`src/rtl/ibex_imem_responder.sv`:
```
// Instruction-memory responder for an Ibex-style fetch port: word array with a
// program-load port, fixed-latency in-order responses, outstanding limit and periodic stalls.
module ibex_imem_responder #(
    parameter int unsigned DEPTH        = 8,
    parameter int unsigned LATENCY      = 1,
    parameter int unsigned MAX_OUTST    = 2,
    parameter int unsigned STALL_PERIOD = 0,
    parameter bit          ERR_OOR      = 1'b1,
    localparam int unsigned AW          = $clog2(DEPTH)
) (
    input  logic          clk_i,
    input  logic          rst_i,
    input  logic          instr_req_i,
    input  logic [31:0]   instr_addr_i,
    output logic          instr_gnt_o,
    output logic          instr_rvalid_o,
    output logic [31:0]   instr_rdata_o,
    output logic          instr_err_o,
    input  logic          prog_we_i,
    input  logic [AW-1:0] prog_addr_i,
    input  logic [31:0]   prog_wdata_i,
    output logic [31:0]   grant_cnt_o
);
    localparam logic [31:0] NOP        = 32'h0000_0013;
    localparam int unsigned OW         = $clog2(MAX_OUTST + 1);
    localparam int unsigned SW         = (STALL_PERIOD > 1) ? $clog2(STALL_PERIOD) : 1;
    localparam int unsigned STALL_LAST = (STALL_PERIOD == 0) ? 0 : STALL_PERIOD - 1;

    logic [31:0]   mem [DEPTH];
    logic [OW-1:0] outstanding;
    logic [SW-1:0] stall_cnt;
    logic          stall_slot;

    logic [AW-1:0] fetch_idx;
    logic          fetch_oor;
    logic          fetch_err;
    logic [31:0]   fetch_data;
    logic          unused_addr;

    logic [LATENCY-1:0] pipe_valid;
    logic [LATENCY-1:0] pipe_err;
    logic [31:0]        pipe_data [LATENCY];

    assign stall_slot  = (STALL_PERIOD != 0) && (stall_cnt == SW'(STALL_LAST));
    assign instr_gnt_o = instr_req_i & ~rst_i & (outstanding < OW'(MAX_OUTST)) & ~stall_slot;

    // Byte-offset bits carry no meaning for word fetches.
    assign unused_addr = ^instr_addr_i[1:0];
    assign fetch_idx   = instr_addr_i[2 +: AW];
    assign fetch_oor   = |instr_addr_i[31:AW+2];
    assign fetch_err   = ERR_OOR && fetch_oor;
    assign fetch_data  = fetch_err ? 32'h0 : mem[fetch_idx];

    always_ff @(posedge clk_i) begin
        if (rst_i) begin
            // NOTE: the array reset is real behaviour (every word becomes a NOP), so it
            // cannot map to a plain RAM macro; it is a register file by intent.
            for (int i = 0; i < DEPTH; i++) begin
                mem[i] <= NOP;
            end
        end else if (prog_we_i) begin
            mem[prog_addr_i] <= prog_wdata_i;
        end
    end

    always_ff @(posedge clk_i) begin
        if (rst_i) begin
            stall_cnt <= '0;
        end else if (stall_cnt == SW'(STALL_LAST)) begin
            stall_cnt <= '0;
        end else begin
            stall_cnt <= stall_cnt + 1'b1;
        end
    end

    // Stage 0 is loaded at the grant edge; data and err are zeroed in empty slots so
    // the output stage is already clean when rvalid is low.
    always_ff @(posedge clk_i) begin
        if (rst_i) begin
            pipe_valid <= '0;
            pipe_err   <= '0;
            for (int i = 0; i < LATENCY; i++) begin
                pipe_data[i] <= '0;
            end
        end else begin
            // NOTE: non-blocking assignments let every stage shift from the old
            // value of its predecessor regardless of statement order.
            pipe_valid[0] <= instr_gnt_o;
            pipe_err[0]   <= instr_gnt_o & fetch_err;
            pipe_data[0]  <= instr_gnt_o ? fetch_data : 32'h0;
            for (int i = 1; i < LATENCY; i++) begin
                pipe_valid[i] <= pipe_valid[i-1];
                pipe_err[i]   <= pipe_err[i-1];
                pipe_data[i]  <= pipe_data[i-1];
            end
        end
    end

    assign instr_rvalid_o = pipe_valid[LATENCY-1];
    assign instr_err_o    = pipe_err[LATENCY-1];
    assign instr_rdata_o  = pipe_data[LATENCY-1];

    always_ff @(posedge clk_i) begin
        if (rst_i) begin
            outstanding <= '0;
        end else begin
            case ({instr_gnt_o, instr_rvalid_o})
                2'b10:   outstanding <= outstanding + 1'b1;
                2'b01:   outstanding <= outstanding - 1'b1;
                default: outstanding <= outstanding;
            endcase
        end
    end

    always_ff @(posedge clk_i) begin
        if (rst_i) begin
            grant_cnt_o <= '0;
        end else if (instr_gnt_o && (grant_cnt_o != 32'hFFFF_FFFF)) begin
            grant_cnt_o <= grant_cnt_o + 32'd1;
        end
    end

endmodule

```
`config.mk`:
```
export PLATFORM = sky130hd
export DESIGN_NAME = ibex_imem_responder
export DESIGN_NICKNAME = d
export VERILOG_FILES = /design/src/rtl/ibex_imem_responder.sv
export SDC_FILE = /design/constraint.sdc
export NUM_CORES = 1
export LEC_CHECK = 0
export CAP_MARGIN = 20
export CORE_ASPECT_RATIO = 1.1
export CORE_MARGIN = 10
export CORE_UTILIZATION = 52
export CTS_CLUSTER_DIAMETER = 50
export DETAILED_ROUTE_END_ITERATION = 16
export PLACE_DENSITY = 0.84
export SETUP_SLACK_MARGIN = 0.05
export SYNTH_ARGS = -nofsm -noshare
export SYNTH_HDL_FRONTEND = slang
export SYNTH_SLANG_ARGS = --single-unit
```
`constraint.sdc`:
```
create_clock -name clk_i -period 3 [get_ports clk_i]
set_input_delay 0.9 -clock clk_i [delete_from_list [all_inputs] [get_ports clk_i]]
set_output_delay 0.9 -clock clk_i [all_outputs]
set_load 0.005 [all_outputs]
```
==> summary.md, run 1 <==
| Metric | Value |
|---|---|
| Clk_lat worst skew | ~510 ps |
| Hold path cells | 2 |
| Core Area | 26400 µm² |
| Clk sinks | 324 |
| Rel. slew slack | 0.681 |
| Final routed wire length divided by cell count | ~22 µm |
| Filler cell count | 1818 |
| Critical Path Max Stage Delay | 460 ps |
| Worst setup EP type | output pin |
| Fin. Hold Viols | 0 |
| Die Width | 177 µm |
| Top delay family on crit path | buffers and inverters |
| DP HPWL | ~21000 µm |
| Outcome | finished, final reports clean |
| Final Setup Violations | 0 |
| CTS root buffer | clkbuf_16 |
| DP Worst Slack | 64.6 ps |
| Fin crit share | 0.853 |
| Final Wtd Congestion | 0.807 |
| Max IR drop VDD | 0.479 mV |
| Worst Slack Setup Final | roughly 440 ps |
| Setup TNS | 0 ps |
| Worst setup path startpoint | instr_req_i |
| Seq/Total Area, Yosys | 0.646 |
| Slew @ Worst Pin | 478 ps |
| Number of synthesized flops with an enable pin | 256 |
| Reg clk slew, reported paths | 60 ps |
| GRT Total Usage | 0.196 |
| Vias | 8598 |
| Critical Path RT | between 2000 and 2500 ps |
| Max Root-Sink Buffers | 3 |
| CTS Buf Count | 34 |
| Post-route clock skew | 16.2 ps |
| First-pass GRT wire length | 51600 µm |
| CP Class | in -> out |
| Post-CTS setup buffers | 0 |
| Layout cells sized above 1 | 0.164 |
| #FFs+latches synth | approximately 320 |
| Port Buffers | between 100 and 150 |
| Async SR Flop Fraction | 0 |
| Final core utilization | 0.655 |
| Reg2reg start | grant_cnt_o[8]$_SDFFE_PP0P_ |
| Max cap viols | 0 |
| # nets final | 1202 |
| Grt total ovfl | 0 |
| Syn avg cell area | 14.4 µm² |
| Hold/Removal Path Class | reg -> reg |
| Initial core utilization | 0.531 |
| Final ANT Viol Nets | 0 |
| Synth unique cells | 42 |
| Power Density | 584 nW/µm² |
| # placed instances | 1445 |
| R2R cell count | 5 |
| Number of global-route vias before repair | roughly 9100 |
| Number of remaining DRC errors | 0 |
| Total Routed Length | 32800 µm |
| Tmin final | about 2600 ps |
| Site Rows | 62 |
| RSZ-0062 raised after global routing | no |
| Die Footprint | around 34000 µm² |
| Fin cells | 1508 |
| Post-Syn Instances | 971 |
| Synth Flop Type | edfxtp_1 |
| Final Max Slew Viols | 0 |
| R2R setup slack | 790 ps |
| Crit path max fanout | 3 |
| CTS tree | built |
| DR pass1 iterations | 5 |
| Avg Vias per Cell | 5.70 |
| I/O pin total | around 140 |
| Largest net degree at the start of global routing | 65 |
| Post-Syn Area | 14000 µm² |
| Worst hold path endpoint | grant_cnt_o[31]$_SDFFE_PP0P_ |
| Critical path arrival | 1660 ps |
| H-tree levels | 2 |
| FF-to-FF End | grant_cnt_o[29]$_SDFFE_PP0P_ |
| Post-synth net total | 1044 |
| Fmax | 391 MHz |
| Cts hold-fix bufs | 0 |
| Die Y | 192 µm |
| CP max-delay cell | clkdlybuf4s50_1 |
| LEAKAGE | 6.09 nW |
| YS warnings | 0 |
| Cell Chain, Critical Path | clkdlybuf4s50_1 > nand2_1 > inv_2 > dlymetal6s2s_1 |
| Min-delay src | grant_cnt_o[31]$_SDFFE_PP0P_ |
| Synth-to-Final Area Change | 23.2% |
| Worst setup SP type | input port |
| Number of DRC markers in iteration 0 | 559 |
| Initial antenna violation count | 4 |
| WP buf/inv | 3 |
-- routing by layer --
layer  track usage  up-vias  share of wire
li1              -     3899              -
met1         0.230     4340           0.37
met2         0.343      292           0.52
met3        0.0566       61          0.083
met4        0.0556        6          0.022
met5             0        -         0.0010
-- how the worst max path moves through the flow --
stage	slack (ps)	cells past startpoint	end
after floorplan	200	4	mem[0][0]$_SDFFCE_PN1P_
after global placement	50	4	instr_gnt_o
after CTS	50	4	instr_gnt_o
after detailed placement	60	4	instr_gnt_o
final	440	4	instr_gnt_o
after global routing	380	4	instr_gnt_o
-- kinds of logic after synthesis --
family,Yosys count,share of synthesized area
and+or+nand+nor,429,0.180
DFF,324,0.646
buffers and inverters,61,0.0171
adders and majority gates,2,0.00179
xor gates and xnor gates,10,0.00625
muxes,101,0.130
AOI/OAI and AO/OA,44,0.0194
-- flip-flops by register name, indices dropped and copies added (netlist names) --
name            flops
grant_cnt_o        32
mem               256
pipe_data          32
outstanding         2
instr_rvalid_o      1
instr_err_o         1
-- cells in the final DEF (no fill, tap or decap), types with 3 or more instances in the layout --
cell             Yosys  final
and4_1               6      6
o21ai_1              6      6
nand3_1             13     13
o31ai_1              8      8
xnor2_1              6      6
clkbuf_1            48      6
buf_4                0     32
buf_12               0     15
nand2_1             20     20
mux4_2              64     64
or4_1               10     10
and3_1               8      8
buf_2                9      3
and2_1             234    234
clkinv_2             0      5
mux2i_1             34     34
nor2_1              56     53
a21oi_1             20     20
nor3_2               0      4
nor4_1               7      6
clkdlybuf4s50_1      0    130
nand4_1             11     11
nor2b_1              3      3
clkbuf_8             0      4
nor3_1               8      4
clkbuf_16            0     37
edfxtp_1           256    256
clkinv_1             0      4
a31o_1               3      3
or2_2                4      8
dfxtp_1             68     68
or3_1               18     18
xor2_1               4      4
nor2_2               0      3
nand2b_1            21     21
mux2_1               3      3
-- tightest hold or removal path: stages (launching register included) --
cell     delay (ps)
dfxtp_1         330
o31ai_1          70
a21oi_1          50
-- through the flow --
step	area, µm²	power (W)	hold WS [ps]
floorplan	14000	0.00560	459
global placement	16100	0.00592	474
detailed placement	16100	0.00596	484
CTS	17300	0.0101	495
global route	17300	0.0104	528
finish	17300	0.0101	499
-- synthesized netlist by cell type, types with 3 or more instances --
cell,count,area [µm²]
edfxtp_1,256,7690
and2_1,234,1460
dfxtp_1,68,1360
mux4_2,64,1440
nor2_1,56,210
clkbuf_1,48,180
mux2i_1,34,340
nand2b_1,21,131
a21oi_1,20,100
nand2_1,20,75.1
or3_1,18,113
nand3_1,13,65.1
nand4_1,11,68.8
or4_1,10,75.1
buf_2,9,45.0
and3_1,8,50.1
nor3_1,8,40.0
o31ai_1,8,60.1
nor4_1,7,43.8
and4_1,6,52.6
o21ai_1,6,30.0
xnor2_1,6,52.6
or2_1,4,25.0
or2_2,4,25.0
xor2_1,4,35.0
a31o_1,3,26.3
mux2_1,3,33.8
nor2b_1,3,18.8
-- where the power goes --
group	internal (W)	switching, W
registers	0.00507	0.0000667
logic	0.000368	0.000357
clock network	0.00253	0.00170
total	0.00796	0.00212
-- final cells by class --
type                    count  area [µm²]  share of cell area
inverters                   2        7.51            0.000435
multi-input cells         586        4760               0.276
clock inverters            15         138             0.00797
repair buffers            181        1870               0.108
well taps                 352         440              0.0255
diodes                      1        2.50            0.000145
flip-flops and latches    324        9050               0.524
clock buffers              47        1000              0.0581
-- what timing repair did --
action / in CTS / in global routing
endpoints found under the setup margin: 0 / 1
endpoints found under the hold margin: 0 / 0
resized for setup: 0 / 1
(Power assumes the default switching activity.)
==> run 2, diff against run 1 <==
--- a/config.mk
+++ b/config.mk
@@ -5,7 +5,6 @@
 export SDC_FILE = /design/constraint.sdc
 export NUM_CORES = 1
 export LEC_CHECK = 0
-export CAP_MARGIN = 20
 export CORE_ASPECT_RATIO = 1.1
 export CORE_MARGIN = 10
 export CORE_UTILIZATION = 52
==> constraint.sdc (replaced) <==
create_clock -name clk_i -period 2.22 [get_ports clk_i]
set_input_delay 0.666 -clock clk_i [delete_from_list [all_inputs] [get_ports clk_i]]
set_output_delay 0.666 -clock clk_i [all_outputs]
set_load 0.005 [all_outputs]
==> summary.md, run 2 (synthesis results as in run 1) <==
| Metric | Value |
|---|---|
| FF-to-FF End | grant_cnt_o[31]$_SDFFE_PP0P_ |
| Placed inst area | 16800 µm² (+4.4%) |
| R2R cell count | 5 (unchanged) |
| Outcome | finished, final reports clean |
| LEAKAGE | 6.88 nW (+13%) |
| Total Routed Length | 35500 µm (+8.1%) |
| Power Density | 779 nW/µm² (+33%) |
| Cts hold-fix bufs | 0 (unchanged) |
| Synth-to-Final Area Change | 29.2% |
| RSZ-0062 raised after global routing | no |
| CTS root buffer | clkbuf_16 |
| Largest register FFs | 256 (unchanged) |
| Reg clk slew, reported paths | 50 ps (about the same) |
| Site Rows | 62 (unchanged) |
| Die Y | 192 µm (unchanged) |
| H-tree levels | 2 (unchanged) |
| Sw Pwr | 0.00303 W (+43%) |
| Max Root-Sink Buffers | 3 (unchanged) |
| Clock power frac | 0.431 (+0.012) |
| Most common cell after layout, fill and taps aside | edfxtp_1 |
| Number of DRC markers in iteration 0 | 749 (+34%) |
| Top flop regs | mem x256, grant_cnt_o x32, pipe_data x32 |
| Largest net degree at the start of global routing | 33 (-49%) |
| Sequential share of power | 0.492 (-0.017) |
| DP HPWL | 23000 µm (+11%) |
| Final Cell Area | 18100 µm² (+4.8%) |
| Final core utilization | 0.686 (+0.0316) |
| Max IR drop VDD | 0.671 mV (+40%) |
| Final Setup Violations | 0 (unchanged) |
| Worst Slack Setup Final | 88.2 ps (-353 ps) |
| Number of global-route vias before repair | 9760 (+7.6%) |
| CTS tree | built |
| Critical Path RT | 1550 ps (-550 ps) |
| Fin. Hold Viols | 0 (unchanged) |
| Clk sinks | 324 (unchanged) |
| Final ANT Viol Nets | 0 (unchanged) |
| Comb power frac | 0.077 (+0.005) |
| First-pass GRT wire length | 54800 µm (+6.3%) |
| Crit path max fanout | 6 (+3) |
| Setup TNS | 0 ps (unchanged) |
| Die Width | 177 µm (unchanged) |
| Post-route clock skew | 21.6 ps (+5.42 ps) |
| Avg Vias per Cell | 5.73 (+0.46%) |
| Hold/Removal Path Class | reg -> reg |
| I/O pin total | 138 (unchanged) |
| Initial core utilization | 0.531 (unchanged) |
| Most frequent cells in the layout | 256 x edfxtp_1, 234 x and2_1, 100 x clkdlybuf4s50_1, 88 x buf_4, 67 x dfxtp_1 |
| Total power | 0.0141 W (+40%) |
| Rel. slew slack | 0.510 (-0.172) |
| Core Area | 26400 µm² (unchanged) |
| Fin crit share | 0.960 |
| DP Worst Slack | -291 ps (-355 ps) |
| R2R setup slack | 190 ps (-600 ps) |
| CP Class | in -> out |
| Layout cells sized above 1 | 0.216 (+0.0520) |
| GRT Total Usage | 0.209 (+0.0131) |
| Initial antenna violation count | 2 (-2) |
| Port Buffers | 135 (unchanged) |
| # nets final | 1274 (+6.0%) |
| DR pass1 iterations | 5 (unchanged) |
| Fmax | approximately 470 MHz |
| Clk_lat worst skew | 520 ps (about the same) |
| Worst hold path endpoint | outstanding[1]$_SDFFE_PP0P_ |
| Sw Share | 0.215 (+0.00450) |
| Final Max Slew Viols | 0 (unchanged) |
| Reg2reg start | grant_cnt_o[23]$_SDFFE_PP0P_ |
| Tmin final | 2130 ps |
| Slew @ Worst Pin | 731 ps (+253 ps) |
| Internal power | 0.0111 W (+39%) |
| Number of remaining DRC errors | 0 (unchanged) |
| Grt total ovfl | 0 (unchanged) |
| Worst setup SP type | input port |
| Final Wtd Congestion | 0.827 (+2.4%) |
| Critical path arrival | 1470 ps (-190 ps) |
| Vias | 9067 (+5.5%) |
| Max cap viols | 0 (unchanged) |
| Min-delay src | outstanding[1]$_SDFFE_PP0P_ |
| Largest Register | mem |
| Final routed wire length divided by cell count | 22.4 µm (+3.0%) |
| CTS Buf Count | 36 (+5.9%) |
| Die Footprint | 33900 µm² (unchanged) |
| Hold path cells | 2 (unchanged) |
| Worst setup EP type | output pin |
==> run 2: changes by cell type in the layout (fill, tap and decap cells not counted), moves of 12 or more <==
| cell | change |
|---|---|
| buf_12 | +12 |
| buf_4 | +56 |
| clkdlybuf4s50_1 | -30 |
| dlygate4sd2_1 | +16 |
| dlymetal6s2s_1 | +13 |
==> run 2: power by group through the flow <==
stage	Sequential [W]	Combinational, W	Clock [W]
floorplan	0.00703	0.000554	0
global placement	0.00704	0.00106	0
detailed placement	0.00707	0.00108	0
CTS	0.00695	0.00109	0.00613
global route	0.00697	0.00116	0.00637
finish	0.00695	0.00109	0.00608
==> run 2: layer usage <==
metal	routed length [µm]	up-vias	share of wire	track usage
met5	0	-	0	0
li1	-	4057	-	-
met1	12800	4509	0.36	0.232
met4	938	0	0.026	0.0780
met2	18500	420	0.52	0.373
met3	3300	81	0.093	0.0601
==> run 2: cell type report <==
type / count / area, µm²
Timing Repair Buffer: 250 / 2550
Clock inverter: 15 / 180
Inverter: 2 / 7.51
Sequential cell: 324 / 9050
Antenna cell: 2 / 5.00
Multi-Input combinational cell: 587 / 4830
Tap cell: 352 / 440
Clock buffer: 51 / 1040
Fill cell: 1710 / 8270
==> run 2: worst max path at each step <==
stage / slack, ps / end / depth (start not counted) / from
after floorplan: 10 / mem[3][0]$_SDFFCE_PN1P_ / 4 / rst_i
after global placement: -260 / instr_gnt_o / 4 / instr_req_i
after detailed placement: -290 / mem[4][2]$_SDFFCE_PN0P_ / 5 / prog_we_i
after CTS: 50 / grant_cnt_o[26] / 2 / grant_cnt_o[26]$_SDFFE_PP0P_
after global routing: 50 / instr_gnt_o / 4 / instr_req_i
final: 90 / instr_gnt_o / 4 / instr_req_i
==> run 2: what timing repair did <==
| action | in CTS | in global routing |
|---|---|---|
| gates resized for setup | 23 | 14 |
| buffers inserted | 0 | 2 |
| gates cloned | 0 | 1 |
| pin swaps | 0 | 2 |
| endpoints found under the setup margin | 34 | 28 |
| endpoints found under the hold margin | 0 | 0 |
==> run 2: through the flow <==
stage	cells	hold WS, ps
2_1_floorplan	971	459
3_5_place_dp	1512	504
5_1_grt	1581	540
4_1_cts	1578	512
3_3_place_gp	1512	485
6_report	1583	516
==> run 2: critical path, stage by stage <==
cell             delay, ps
clkdlybuf4s50_1        450
nand2_1                 70
inv_2                  140
buf_2                  140
